### config.mk
export PLATFORM = sky130hd
export DESIGN_NAME = mem_port_arbiter
export DESIGN_NICKNAME = d
export VERILOG_FILES = /design/src/rtl/mem_port_arbiter.sv
export SDC_FILE = /design/constraint.sdc
export NUM_CORES = 1
export LEC_CHECK = 0
export ABC_AREA = 1
export BUFFER_PORTS_ARGS = -buffer_cell sky130_fd_sc_hd__buf_2
export CAP_MARGIN = 10
export CORE_AREA = 2 2 109 111
export CTS_CLUSTER_SIZE = 8
export DETAILED_ROUTE_END_ITERATION = 10
export DIE_AREA = 0 0 111 113
export GPL_TIMING_DRIVEN = 0
export MAX_ROUTING_LAYER = met4
export PLACE_DENSITY = 0.63
export SLEW_MARGIN = 5
export SYNTH_ARGS = -nofsm -noshare
export SYNTH_HDL_FRONTEND = slang
export SYNTH_SLANG_ARGS = --single-unit
### constraint.sdc
create_clock -name clk -period 1.5 [get_ports clk]
set_input_delay 0.3 -clock clk [delete_from_list [all_inputs] [get_ports clk]]
set_output_delay 0.3 -clock clk [all_outputs]
set_load 0.01 [all_outputs]
### src/rtl/mem_port_arbiter.sv
// mem_port_arbiter: shares one memory port between requester A and B, round-robin on conflict.
// Define MEM_ARB_LOCK_EN to let a locking requester win conflicts for up to MAX_LOCK grants.
module mem_port_arbiter #(
   parameter int ADDR_WIDTH = 16,
   parameter int DATA_WIDTH = 32,
   parameter int MAX_LOCK   = 8
) (
   input  logic                  clk,
   input  logic                  reset,
   input  logic                  a_req,
   input  logic                  a_we,
   input  logic [ADDR_WIDTH-1:0] a_addr,
   input  logic [DATA_WIDTH-1:0] a_wdata,
   input  logic                  a_lock,
   output logic                  a_gnt,
   output logic                  a_rvalid,
   output logic [DATA_WIDTH-1:0] a_rdata,
   input  logic                  b_req,
   input  logic                  b_we,
   input  logic [ADDR_WIDTH-1:0] b_addr,
   input  logic [DATA_WIDTH-1:0] b_wdata,
   input  logic                  b_lock,
   output logic                  b_gnt,
   output logic                  b_rvalid,
   output logic [DATA_WIDTH-1:0] b_rdata,
   output logic                  mem_en,
   output logic                  mem_we,
   output logic [ADDR_WIDTH-1:0] mem_addr,
   output logic [DATA_WIDTH-1:0] mem_dw,
   input  logic [DATA_WIDTH-1:0] mem_dr,
   output logic [15:0]           a_stall_cnt,
   output logic [15:0]           b_stall_cnt
);
   logic last_b, rd_vld, rd_tag, pick_b;
`ifdef MEM_ARB_LOCK_EN
   localparam int LW = $clog2(MAX_LOCK + 1);
   localparam logic [LW-1:0] LMAX = LW'(MAX_LOCK);
   logic own_vld, own_b, own_live;
   logic [LW-1:0] lock_cnt;
   // A live owner keeps winning conflicts until it has used MAX_LOCK grants in a row
   assign own_live = own_vld & (own_b ? b_req & b_lock : a_req & a_lock);
   assign pick_b = (own_live & (lock_cnt != LMAX)) ? own_b : ~last_b;
   always_ff @(posedge clk)
      if (reset) begin
         own_vld  <= 1'b0;
         own_b    <= 1'b0;
         lock_cnt <= '0;
      end else if (a_gnt & a_lock) begin
         own_vld  <= 1'b1;
         own_b    <= 1'b0;
         lock_cnt <= (own_live & ~own_b) ? lock_cnt + LW'(lock_cnt != LMAX) : LW'(1);
      end else if (b_gnt & b_lock) begin
         own_vld  <= 1'b1;
         own_b    <= 1'b1;
         lock_cnt <= (own_live & own_b) ? lock_cnt + LW'(lock_cnt != LMAX) : LW'(1);
      end else
         own_vld  <= 1'b0;
`else
   logic unused_lock;
   assign unused_lock = a_lock ^ b_lock ^ (MAX_LOCK == 0);
   assign pick_b = ~last_b;
`endif
   assign a_gnt    = ~reset & a_req & (~b_req | ~pick_b);
   assign b_gnt    = ~reset & b_req & (~a_req | pick_b);
   assign mem_en   = a_gnt | b_gnt;
   assign mem_we   = b_gnt ? b_we : a_gnt & a_we;
   assign mem_addr = b_gnt ? b_addr : a_addr;
   assign mem_dw   = b_gnt ? b_wdata : a_wdata;
   // rd_tag names the requester that owns the read returning this cycle
   assign a_rvalid = rd_vld & ~rd_tag;
   assign b_rvalid = rd_vld & rd_tag;
   assign a_rdata  = a_rvalid ? mem_dr : '0;
   assign b_rdata  = b_rvalid ? mem_dr : '0;
   always_ff @(posedge clk)
      if (reset) begin
         last_b      <= 1'b1;
         rd_vld      <= 1'b0;
         rd_tag      <= 1'b0;
         a_stall_cnt <= '0;
         b_stall_cnt <= '0;
      end else begin
         if (mem_en) last_b <= b_gnt;
         rd_vld <= mem_en & ~mem_we;
         rd_tag <= b_gnt;
         if (a_req & ~a_gnt & ~&a_stall_cnt) a_stall_cnt <= a_stall_cnt + 16'd1;
         if (b_req & ~b_gnt & ~&b_stall_cnt) b_stall_cnt <= b_stall_cnt + 16'd1;
      end
endmodule

==> flow_metrics.py <==
metrics = {
    "clock_tree": {
        "cts-buffers-inserted": 5,
        "cts_root_buffer": "clkbuf_16",
        "cts_tree": "built",
        "insertion_delay_ns": 0.28,
        "cts_sinks": 35,
        "cts.clk_slew.worst_paths_ns": 0.05,
        "ctsHoldBuffers": 0,
        "h-tree-depth": 2,
        "clk_path_buf_depth": 2,
    },
    "setup_path": {
        "cp-start-kind": "flop",
        "crit_fanout": 6,
        "critPathCaptureType": "primary output",
        "cp_cell_sequence": "nand2_4, nand3_4, inv_6, buf_12, clkbuf_16, nand2_2, nand2_2, buf_6",
        "arrival_ns": 1.44,
        "worstPathRequired_ns": 1.20,
        "crit_slowest_cell": "dfxtp_2",
        "worst-setup-path-type": "flop to primary output",
        "max_stage_delay_ns": 0.33,
        "critPathBufInv": 4,
        "cpMostUsedCell": "nand2_2",
        "cp_top_family": "buffers and inverters",
    },
    "timing": {
        "finClkSkew_ns": 0.00473,
        "setup_viol": 123,
        "max-slew-margin-rel_pct": 69.7,
        "worstMarginPinSlew_ns": 0.454,
        "hold_ws_ns": 0.253,
        "setup_slack_ns": -0.239,
        "min_period_over_period_pct": 116,
        "min_period_ns": 1.74,
        "hold_viol_final": 0,
        "drv_slew": 0,
        "fmax_mhz": 575,
        "rsz0062_at_grt": "true",
    },
    "finish": {
        "final_cell_count_no_fill": 1033,
        "final_cell_mix": "buf_2, nand2_1, buf_6, nor2_1, nor2_4",
        "syn_to_final_growth_pct": 124,
        "nets": 1020,
        "fin_area_mm2": 0.00654,
        "drive_gt1_share_pct": 58.0,
        "final_common_cell": "buf_2",
        "post-route-util_pct": 58.0,
    },
    "placement": {
        "dp_hpwl_mm": 12.0,
        "placement.io_buffers": 283,
        "place_worst_setup_slack_ns": -0.581,
        "placedCellCount": 990,
        "globalplace.congestion": 0.912,
        "postPlaceCellArea_mm2": 0.00453,
    },
    "routing": {
        "drt-pass1-iter-count": 4,
        "drt_iter0_markers": 267,
        "wl_per_cell_um": 17.0,
        "via_per_inst": 4.62,
        "drc": 0,
        "wl_mm": 17.6,
        "num_vias": 4774,
        "wl_met2_mm": 8.35,
        "ant_nets": 0,
        "highest_layer": "met4",
        "route.met3.wl_mm": 2.06,
        "wl_met1_mm": 6.49,
    },
    "floorplan": {
        "core.rowCount": 39,
        "io_pins": 286,
        "die_h_um": 113,
        "die_area_mm2": 0.0125,
        "die_x_um": 111,
        "start_util_pct": 26.0,
        "core_mm2": 0.0113,
    },
    "global_route": {
        "antenna_found_initial": 7,
        "grt_remaining_overflow": 0,
        "grt_max_degree": 11,
        "grtUsageTotal_pct": 22.8,
        "grt_pass1_wl_mm": 22.0,
        "grt_pass1_vias": 4146,
    },
    "pwr": {
        "ir_drop_mv": 0.452,
        "p_leak_nw": 3.41,
        "powerDensity_mw_per_mm2": 539,
    },
    "synthesis": {
        "syn_nets": 702,
        "synth_area_mm2": 0.00293,
        "synth-seq-cells": 35,
        "yosys.area.top_type": "nand2_1",
        "synth_top_area_share_pct": 28.6,
        "synth_warnings": 0,
        "synth_cells": 564,
        "synth.area.top_cells": "nand2_1, dfxtp_1, nor2_1, inv_1, nand3_1",
        "yosysSeqAreaShare_pct": 23.9,
        "synth_cell_types": 27,
        "avgSynthCellArea_um2": 5.19,
    },
    "hold_path": {
        "worst_hold_path_type": "input port to flop",
    },
    "status": {
        "status": "complete, but fails checks",
        "violations": "negative setup slack",
    },
    "run": {
        "maxCapViolations": 0,
    },
}
-- per-stage QoR --
step,total power [mW],setup TNS [ns]
after global routing,3.71,-23.02
after detailed placement,1.89,-27.30
after CTS,3.21,-12.14
final,3.53,-15.41
after floorplan,1.41,0
after global placement,1.89,-27.02
-- report_power, final --
| group | total (mW) | internal [mW] | switching [mW] |
|---|---|---|---|
| registers | 0.987 | 0.953 | 0.0338 |
| clock network | 1.10 | 0.707 | 0.392 |
| logic | 1.44 | 0.687 | 0.756 |
-- per-layer routing --
layer,track usage [%],vias to the layer above
met1,25.3,2143
met4,8.25,0
met3,11.2,51
met2,35.5,222
met5,-,-
li1,-,2358
-- path summary, 6_finish.rpt --
kind	slack (ns)	depth (start not counted)	startpoint	to
setup / recovery	-0.24	8	last_b$_SDFFE_PP1P_	mem_dw[14]
hold / removal	0.25	2	reset	a_stall_cnt[11]$_SDFFE_PP0P_
setup reg to reg	-0.05	6	b_stall_cnt[15]$_SDFFE_PP0P_	b_stall_cnt[7]$_SDFFE_PP0P_
hold reg to reg	0.51	2	a_stall_cnt[10]$_SDFFE_PP0P_	a_stall_cnt[10]$_SDFFE_PP0P_
-- synthesized netlist by cell type (all sizes together) --
master  number
a21oi       28
a22o         1
and3b        1
buf          7
clkbuf      14
dfxtp       35
ha           2
inv         59
nand2      227
nand3       32
nand3b       3
nand4        3
nor2       142
nor3         1
o211ai       1
o21ai        5
xor2         3
-- logic make-up (layout without fill, tap and decap cells) --
| family | after synthesis | in the layout | synth area share [%] |
|---|---|---|---|
| compound gates | 35 | 35 | 6.71 |
| simple gates | 409 | 410 | 56.5 |
| flops | 35 | 35 | 23.9 |
| buf+inv | 80 | 398 | 11.1 |
| xor+xnor | 3 | 3 | 0.898 |
| other cells | 0 | 7 | 0 |
| fa+ha+maj | 2 | 2 | 0.855 |
-- flip-flops by register name, indices dropped and copies added, names as in the netlist --
signal,flops
rd_vld,1
b_stall_cnt,16
rd_tag,1
a_stall_cnt,16
last_b,1
-- cell type report --
cell class / instances / area, um2
Tap cell: 143 / 179
Antenna cell: 7 / 17.5
Fill cell: 1040 / 4730
Clock buffer: 8 / 156
Sequential cell: 35 / 728
Multi-Input combinational cell: 450 / 2690
Buffer: 21 / 302
Timing Repair Buffer: 310 / 2230
Inverter: 59 / 239
-- timing repair --
item | 4_1_cts | 5_1_grt
endpoints found under the setup margin | 145 | 146
gates cloned | 3 | 10
gates resized for setup | 128 | 259
pin swaps | 8 | 28
setup buffers | 7 | 8
No activity file was read; power rests on OpenSTA's default activity.
